**config.mk**
```make
export PLATFORM = sky130hd
export DESIGN_NAME = flow_led_ctrl
export DESIGN_NICKNAME = d
export VERILOG_FILES = /design/src/rtl/flow_led_ctrl.sv
export SDC_FILE = /design/constraint.sdc
export NUM_CORES = 1
export LEC_CHECK = 0
export CORE_MARGIN = 8
export CORE_UTILIZATION = 45
export CTS_CLUSTER_DIAMETER = 100
export DETAILED_ROUTE_END_ITERATION = 6
export GPL_ROUTABILITY_DRIVEN = 1
export HOLD_SLACK_MARGIN = 0.1
export PLACE_DENSITY_LB_ADDON = 0.1
export SYNTH_ARGS = -nofsm -noshare
export SYNTH_HDL_FRONTEND = slang
export SYNTH_SLANG_ARGS = --single-unit
```
**constraint.sdc**
```tcl
create_clock -name clk -period 4.72 [get_ports clk]
set_input_delay 0.944 -clock clk [delete_from_list [all_inputs] [get_ports clk]]
set_output_delay 0.944 -clock clk [all_outputs]
set_load 0.05 [all_outputs]
```
**src/rtl/flow_led_ctrl.sv**
```systemverilog
// Flowing-water LED controller: step prescaler, position/direction state and
// pattern decode (rotate left, rotate right, ping-pong bounce, thermometer bar).
module flow_led_ctrl #(
  parameter int N_LED = 8,
  parameter int DIV   = 25_000_000,
  parameter int PW    = (N_LED > 1) ? $clog2(N_LED) : 1
) (
  input  logic             clk,
  input  logic             rst,
  input  logic             en,
  input  logic [1:0]       mode,
  output logic [N_LED-1:0] led,
  output logic [PW-1:0]    pos,
  output logic             step
);

  localparam int CW = (DIV > 1) ? $clog2(DIV) : 1;
  localparam logic [CW-1:0] CNT_MAX  = CW'(DIV - 1);
  localparam logic [PW-1:0] POS_LAST = PW'(N_LED - 1);

  typedef enum logic [1:0] {LEFT = 2'b00, RIGHT = 2'b01, BOUNCE = 2'b10, BAR = 2'b11} mode_t;
  typedef enum logic {UP = 1'b0, DOWN = 1'b1} dir_t;

  logic [CW-1:0] cnt, cnt_d;
  logic [PW-1:0] pos_d;
  dir_t          dir, dir_d;
  mode_t         mode_q, mode_d;
  logic          step_d;

  always_ff @(posedge clk) begin
    if (rst) begin
      cnt    <= '0;
      pos    <= '0;
      dir    <= UP;
      mode_q <= LEFT;
      step   <= 1'b0;
    end else begin
      cnt    <= cnt_d;
      pos    <= pos_d;
      dir    <= dir_d;
      mode_q <= mode_d;
      step   <= step_d;
    end
  end

  // The mode pin is sampled only on a step edge and applied to the old pos.
  always_comb begin
    cnt_d  = cnt;
    pos_d  = pos;
    dir_d  = dir;
    mode_d = mode_q;
    step_d = 1'b0;
    if (en) begin
      if (cnt == CNT_MAX) begin
        cnt_d  = '0;
        step_d = 1'b1;
        mode_d = mode_t'(mode);
        dir_d  = UP;
        unique case (mode_t'(mode))
          LEFT, BAR: pos_d = (pos == POS_LAST) ? '0 : pos + PW'(1);
          RIGHT:     pos_d = (pos == '0) ? POS_LAST : pos - PW'(1);
          BOUNCE: begin
            if (dir == UP) begin
              if (pos == POS_LAST) begin
                dir_d = DOWN;
                pos_d = POS_LAST - PW'(1);
              end else begin
                dir_d = UP;
                pos_d = pos + PW'(1);
              end
            end else begin
              if (pos == '0) begin
                dir_d = UP;
                pos_d = PW'(1);
              end else begin
                dir_d = DOWN;
                pos_d = pos - PW'(1);
              end
            end
          end
        endcase
      end else begin
        cnt_d = cnt + CW'(1);
      end
    end
  end

  // Decode uses registered state only, so mode pin changes cannot glitch led.
  always_comb begin
    led = '0;
    for (int i = 0; i < N_LED; i++) begin
      if (mode_q == BAR) led[i] = (PW'(i) <= pos);
      else               led[i] = (PW'(i) == pos);
    end
  end

endmodule

```
# == Word level (Yosys, flattened, before mapping) ==
# Index checks and enable logic that the tools add are counted.
# op_classes
bitwise,1
reduce_logical,5
add_sub_neg,3
eq_ne,13
magnitude_cmp,8
mux,20
# op_table
operator,count
adder 25 x 1 -> 25 bit (second input constant),1
== test 25 bit (second input constant),1
two-way mux 25 bit,1
two-way mux 3 bit,5
two-way mux 1 bit,13
== test 3 bit (first input constant),4
<= comparator 3 bit (first input constant),4
one-hot mux 3 bit (3 select lines),1
== test 2 bit (second input constant),3
== test 2 x 3 -> 1 bit (first input constant),2
<= comparator 1 x 3 -> 1 bit (first input constant),2
<= comparator 2 x 3 -> 1 bit (first input constant),2
OR reduction 2 bit,2
adder 3 x 1 -> 3 bit (second input constant),1
== test 1 x 3 -> 1 bit (first input constant),1
== test 3 bit (second input constant),1
logical NOT 3 bit,1
subtractor 3 x 1 -> 3 bit (second input constant),1
== test 2 x 1 -> 1 bit (second input constant),1
logical NOT 2 bit,1
AND reduction 2 bit,1
NOT 1 bit,1
# totals
register_bits,32
in_bits,5
word_cells,55

# == Depth between registers and ports, before layout ==
# Gate-level depths: netlist of run 1.
# depth
word_depth,4
mapped_depth,7
ltp_nobuf,7

# == Least setup slack after synthesis of run 1 ==
# No wires, ideal clock.
# synth_timing
kind,register -> output
startpoint,reg pos[2]
endpoint,out led[3]
arrival_ns,2.231
stages_incl_launch_ff,4
path_slack_ns,1.545
path_cell_list,dfxtp_1 clkbuf_1 inv_1 o21ai_0
# synth_between
elab_chain_cells,2
elab_cells_between_ends,3
# synth_rtl
element,line_no,source
from (decl),13,"output logic [PW-1:0] pos,"
from (signal assigned),39,pos <= pos_d;
<= comparator 2 x 3 -> 1 bit or == test 2 x 3 -> 1 bit (tied branches),"92, 93",
two-way mux 1 bit *,92,if (mode_q == BAR) led[i] = (PW'(i) <= pos);
to (decl),12,"output logic [N_LED-1:0] led,"
# Every way passes the cells marked *; elsewhere a longest branch is shown, timed or not.

# == Final worst setup path of run 1 ==
# layout_timing
startpoint,reg pos[0]
endpoint,out led[4]
# layout_between
elab_chain_cells,2
elab_cells_between_ends,3
# layout_rtl
element,line_no
<= comparator 3 bit or == test 3 bit (tied branches),"92, 93"
two-way mux 1 bit *,92
# Marks and branches as above.

==> flow_metrics.env, run 1 <==
export IMPL_cts_sinks=32
export IMPL_worstReg2RegStart="pos[0]"
export IMPL_synth_area_um2=1900
export IMPL_cts_buffers=5
export IMPL_period_share_pct=68.1
export IMPL_rows=23
export IMPL_yosysWarnings=0
export IMPL_area_delta_synth_final_pct=12.9
export IMPL_hold_class="flop to flop"
export IMPL_finalSetupTns_ns=0
export IMPL_synth_top_area_share_pct=33.8
export IMPL_cts_resized=0
export IMPL_endpoint_kind="primary output"
export IMPL_ys_seq_area_share_pct=33.8
export IMPL_cts_tree="yes"
export IMPL_critPathLaunchType="flop"
export IMPL_grt_max_degree=26
export IMPL_drtAntennaViolNets=0
export IMPL_setup_violations_final=0
export IMPL_syn_avg_cell_area_um2=8.36
export IMPL_synthFlopType="dfxtp_1"
export IMPL_diodes=0
export IMPL_hold_viol_final=0
export IMPL_start_util_pct=47.1
export IMPL_p_total_uw=509
export IMPL_clk_pin_slew_ns=0.07
export IMPL_yosysTopAreaCell="dfxtp_1"
export IMPL_synth_most_common_cell="dfxtp_1"
export IMPL_coreArea_um2=4030
export IMPL_final_area_um2=2140
export IMPL_fmax_ghz=0.311
export IMPL_port_buffers=16
export IMPL_syn_nets=242
export IMPL_place_ws_ns=1.67
export IMPL_track_usage_pct=13.0
export IMPL_switching_share_pct=22.0
export IMPL_p_seq_share_pct=53.7
export IMPL_period_needed_ns=3.21
export IMPL_overflow=0
export IMPL_worstRegToRegCells=6
export IMPL_detail_route_vias_per_cell=5.60
export IMPL_holdPathEnd="cnt[21]"
export IMPL_ys_types=43
export IMPL_first_pass_iters=4
export IMPL_drv_cap=0
export IMPL_power_density_nw_per_um2=238
export IMPL_floorplan_die_area_um2=6550
export IMPL_whs_ns=0.483
export IMPL_worstHoldPathCells=2
export IMPL_chipHeight_um=80.9
export IMPL_ir_drop_v=0.000183
export IMPL_synth_area_leaders="dfxtp_1 34%, ha_1 6.6%, a21oi_1 5.0%"
export IMPL_drc=0
export IMPL_rsz0062_at_grt="false"
export IMPL_crit_required_ns=3.78
export IMPL_cts_hold_buf=0
export IMPL_rrSetupSlack_ns=2.51
export IMPL_htreeDepth=2
export IMPL_io_pins=17
export IMPL_netlist_instances=227
export IMPL_hold_start="cnt[21]"
export IMPL_fin_worst_skew_ns=0.00790
export IMPL_p_clk_share_pct=42.1
export IMPL_vias=1624
export IMPL_crit_type="flop to primary output"
export IMPL_grt_pass1_wl_um=6750
export IMPL_synthArstFlopShare_pct=0
export IMPL_setup_ws_ns=1.51
export IMPL_arrival_ns=2.27
export IMPL_p_leak_uw=0.000727
export IMPL_routed_wl_um=3960
export IMPL_dp_hpwl_um=2880
export IMPL_clkLatencyLatePin_ns=0.29
export IMPL_cts_buffer_depth=2
export IMPL_critPathMaxFanout=13
export IMPL_wl_per_cell_um=13.7
export IMPL_grt_pass1_vias=1517
export IMPL_p_int_uw=398
export IMPL_finalNetCount=254
export IMPL_regToRegEndpoint="pos[2]"
export IMPL_tightest_slew_ns=0.767
export IMPL_placed_cell_area_um2=2050
export IMPL_ys_ff_latch=32
export IMPL_antenna_found_initial=0
export IMPL_die_w_um=80.9
export IMPL_drv_slew=0
export IMPL_slew_headroom_pct=48.9
export IMPL_outcome="completed"
export IMPL_cts_setup_buffers=0
export IMPL_synth_edf_count=0
export IMPL_switching_power_uw=112
export IMPL_layout_drive_gt1_share_pct=5.42
export IMPL_routabilityCongestion=0.729
export IMPL_combPwrFrac_pct=4.2
export IMPL_ys_top_cells_by_count="32 x dfxtp_1, 21 x nor2_1, 19 x a21oi_1"
export IMPL_cts_root_buf="clkbuf_8"
export IMPL_drt_initial_drc_count=42
-- registers in the layout, summed over array words and instances, names as in the netlist --
signal  cells
cnt        25
pos         3
mode_q      2
dir         1
step        1
-- layer usage --
metal,GRT usage (%),vias up,part of all wire [%]
met5,0,-,0
met4,5.71,0,1.7
met3,3.64,6,5.3
met2,21.6,25,47
met1,15.2,730,46
li1,-,863,-
-- cells by family after synthesis --
family          share of synthesized area, %
compound gates                          17.5
xor+xnor                                5.54
fa+ha+maj                               6.59
buf+inv                                 5.73
flops                                   33.8
mux                                     1.05
simple gates                            29.9
-- critical path: stages, from the launching register on --
cell and delay, ns:
dfxtp_1 0.60, inv_1 0.17, ha_1 0.31, o21a_1 0.21
clkdlybuf4s50_1 0.69
-- power by group through the flow --
stage | combinational (uW) | clock [uW] | sequential, uW
finish | 21.6 | 214 | 273
global route | 24.2 | 233 | 273
CTS | 21.8 | 220 | 273
detailed placement | 21.6 | 0 | 279
global placement | 21.7 | 0 | 279
floorplan | 16.0 | 0 | 279
-- final cells by class --
type | instances | area (um2)
multi-input combinational | 174 | 1150
timing repair buffer | 16 | 160
sequential | 32 | 641
fill | 391 | 1890
clock inverter | 2 | 10.0
inverter | 10 | 37.5
clock buffer | 6 | 82.6
tap | 50 | 62.6
-- placed cells by master, fill, tap and decap left out, types with 3 or more instances in the layout --
master	n
a211oi_1	3
a21oi_1	19
and2_1	3
and3_1	3
and4_1	7
clkbuf_8	6
clkdlybuf4s50_1	16
dfxtp_1	32
ha_1	10
inv_1	10
nand2_1	11
nand2b_1	4
nand3_1	11
nand4_1	12
nor2_1	21
nor2b_1	3
o21ai_0	11
o31ai_1	7
or3_1	6
or4_1	7
xnor2_1	4
xor2_1	8
-- how the worst max path moves through the flow --
| stage | from | endpoint | cells past startpoint |
|---|---|---|---|
| after floorplan | pos[2] | led[3] | 3 |
| after global placement | en | cnt[0] | 5 |
| after detailed placement | en | cnt[6] | 5 |
| after CTS | pos[0] | led[4] | 4 |
| after global routing | pos[0] | led[4] | 4 |
| final | pos[0] | led[4] | 4 |
-- through the flow --
step / cells / util, %
6_report: 290 / 53.2
4_1_cts: 290 / 53.2
5_1_grt: 290 / 53.2
3_3_place_gp: 282 / 50.9
2_1_floorplan: 227 / -
3_5_place_dp: 282 / 50.9
Note: power is estimated with default switching activity, not from simulation.
==> run 2, diff against run 1 <==
==> constraint.sdc (replaced) <==
create_clock -name clk -period 3.1 [get_ports clk]
set_input_delay 0.62 -clock clk [delete_from_list [all_inputs] [get_ports clk]]
set_output_delay 0.62 -clock clk [all_outputs]
set_load 0.05 [all_outputs]
==> run 2 against run 1 <==
Effect of this change: first-iteration DRC count up 17%; critical path depth up 1; total power up 65%; non-clock buffer count up 2; clock skew down 0.00050 ns.
==> flow_metrics.env, run 2 (synthesis results as in run 1) <==
export IMPL_p_total_uw=840
export IMPL_htreeDepth=2
export IMPL_layout_commonest_cell="dfxtp_1"
export IMPL_tightest_slew_ns=0.511
export IMPL_met2_wirelength_um=1980
export IMPL_wl_per_cell_um=14.2
export IMPL_hold_class="flop to flop"
export IMPL_outcome="completed"
export IMPL_worstPathCellList="inv_1 > ha_1 > nand2b_1 > nand2_1 > clkdlybuf4s50_1"
export IMPL_cts_tree="yes"
export IMPL_die_w_um=80.9
export IMPL_rrSetupSlack_ns=0.93
export IMPL_drv_cap=0
export IMPL_worstHoldPathCells=2
export IMPL_layout_common_cells="32 x dfxtp_1, 21 x nor2_1, 19 x a21oi_1"
export IMPL_rows=23
export IMPL_port_buffers=16
export IMPL_whs_ns=0.484
export IMPL_hold_viol_final=0
export IMPL_worstReg2RegStart="pos[1]"
export IMPL_hold_start="cnt[21]"
export IMPL_drtAntennaViolNets=0
export IMPL_first_pass_iters=4
export IMPL_drv_slew=0
export IMPL_endpoint_kind="primary output"
export IMPL_io_pins=17
export IMPL_period_share_pct=94.0
export IMPL_fin_worst_skew_ns=0.00740
export IMPL_wl_met1_um=1930
export IMPL_chipHeight_um=80.9
export IMPL_floorplan_die_area_um2=6550
export IMPL_antenna_found_initial=0
export IMPL_clk_pin_slew_ns=0.06
export IMPL_wl_met3_um=206
export IMPL_critPathMaxFanout=11
export IMPL_top_register="cnt"
export IMPL_setup_violations_final=0
export IMPL_cts_root_buf="clkbuf_8"
export IMPL_drc=0
export IMPL_cpPeakStageDelay_ns=0.70
export IMPL_crit_type="flop to primary output"
export IMPL_grt_pass1_vias=1523
export IMPL_vias=1675
export IMPL_p_leak_uw=0.000741
export IMPL_reg_largest_list="cnt x25, pos x3, mode_q x2"
export IMPL_post_route_util_pct=53.9
export IMPL_critPathLaunchType="flop"
export IMPL_cts_setup_buffers=0
export IMPL_layout_drive_gt1_share_pct=5.79
export IMPL_crit_required_ns=2.48
export IMPL_detail_route_vias_per_cell=5.74
export IMPL_power_density_nw_per_um2=387
export IMPL_cts_sinks=32
export IMPL_finalNetCount=256
export IMPL_slew_headroom_pct=65.5
export IMPL_overflow=0
export IMPL_fmax_ghz=0.343
export IMPL_coreArea_um2=4030
export IMPL_period_needed_ns=2.91
export IMPL_dp_hpwl_um=3030
export IMPL_regToRegEndpoint="pos[2]"
export IMPL_cts_buffer_depth=2
export IMPL_cts_buffers=5
export IMPL_holdPathEnd="cnt[21]"
export IMPL_start_util_pct=47.1
export IMPL_largest_reg_flops=25
export IMPL_grt_max_degree=19
export IMPL_routabilityCongestion=0.756
export IMPL_finalSetupTns_ns=0
export IMPL_drt_initial_drc_count=49
export IMPL_diodes=0
export IMPL_rsz0062_at_grt="false"
export IMPL_cts_hold_buf=0
export IMPL_track_usage_pct=12.9
export IMPL_routed_wl_um=4160
export IMPL_area_delta_synth_final_pct=14.4
export IMPL_grt_pass1_wl_um=6900
export IMPL_worstRegToRegCells=6
export IMPL_cts_resized=0
export IMPL_arrival_ns=2.29
export IMPL_slowest_stage="clkdlybuf4s50_1"
export IMPL_top_layer="met4"
export IMPL_ir_drop_v=0.000264
export IMPL_clkLatencyLatePin_ns=0.28
run 2: worst max path at each step:
stage	startpoint	to	slack, ns	depth (start not counted)
final	pos[1]	led[0]	0.19	5
after global routing	pos[1]	led[0]	0.08	5
after CTS	pos[0]	led[0]	0.19	5
after detailed placement	pos[0]	led[0]	0.48	5
after global placement	pos[0]	led[4]	0.54	4
after floorplan	pos[2]	led[3]	0.25	3
run 2: final cells by class:
class,count,area (um2)
fillers,406,1860
multi-input cells,174,1150
flip-flops and latches,32,641
repair buffers,18,175
clock buffers,6,72.6
well taps,50,62.6
inverters,10,37.5
clock inverters,2,35.0
run 2: power breakdown:
part           switching (uW)  internal, uW  total (uW)
Clock                     151           238         390
Sequential               2.22           414         416
Combinational            18.8          15.3        34.1
run 2: worst max-delay path, delay by kind of cell (launching register included):
| kind | cells | cell delay (ns) |
|---|---|---|
| buffers and inverters | 2 | 0.90 |
| adder cells (fa/ha/maj) | 1 | 0.32 |
| AND/OR/NAND/NOR | 2 | 0.24 |
| flip-flops | 1 | 0.57 |
run 2: routing by layer:
metal  global-route usage [%]  vias to the layer above
met5                        0                        -
met1                     15.1                      777
met3                     2.76                        5
met4                     4.64                        0
met2                     22.8                       28
li1                         -                      865
run 2: through the flow:
step	setup WS (ns)	instance area [um2]	instances
after floorplan	0.249	1900	227
after global placement	0.542	2060	284
after detailed placement	0.483	2060	284
after CTS	0.195	2170	292
after global routing	0.0842	2170	292
final	0.187	2170	292
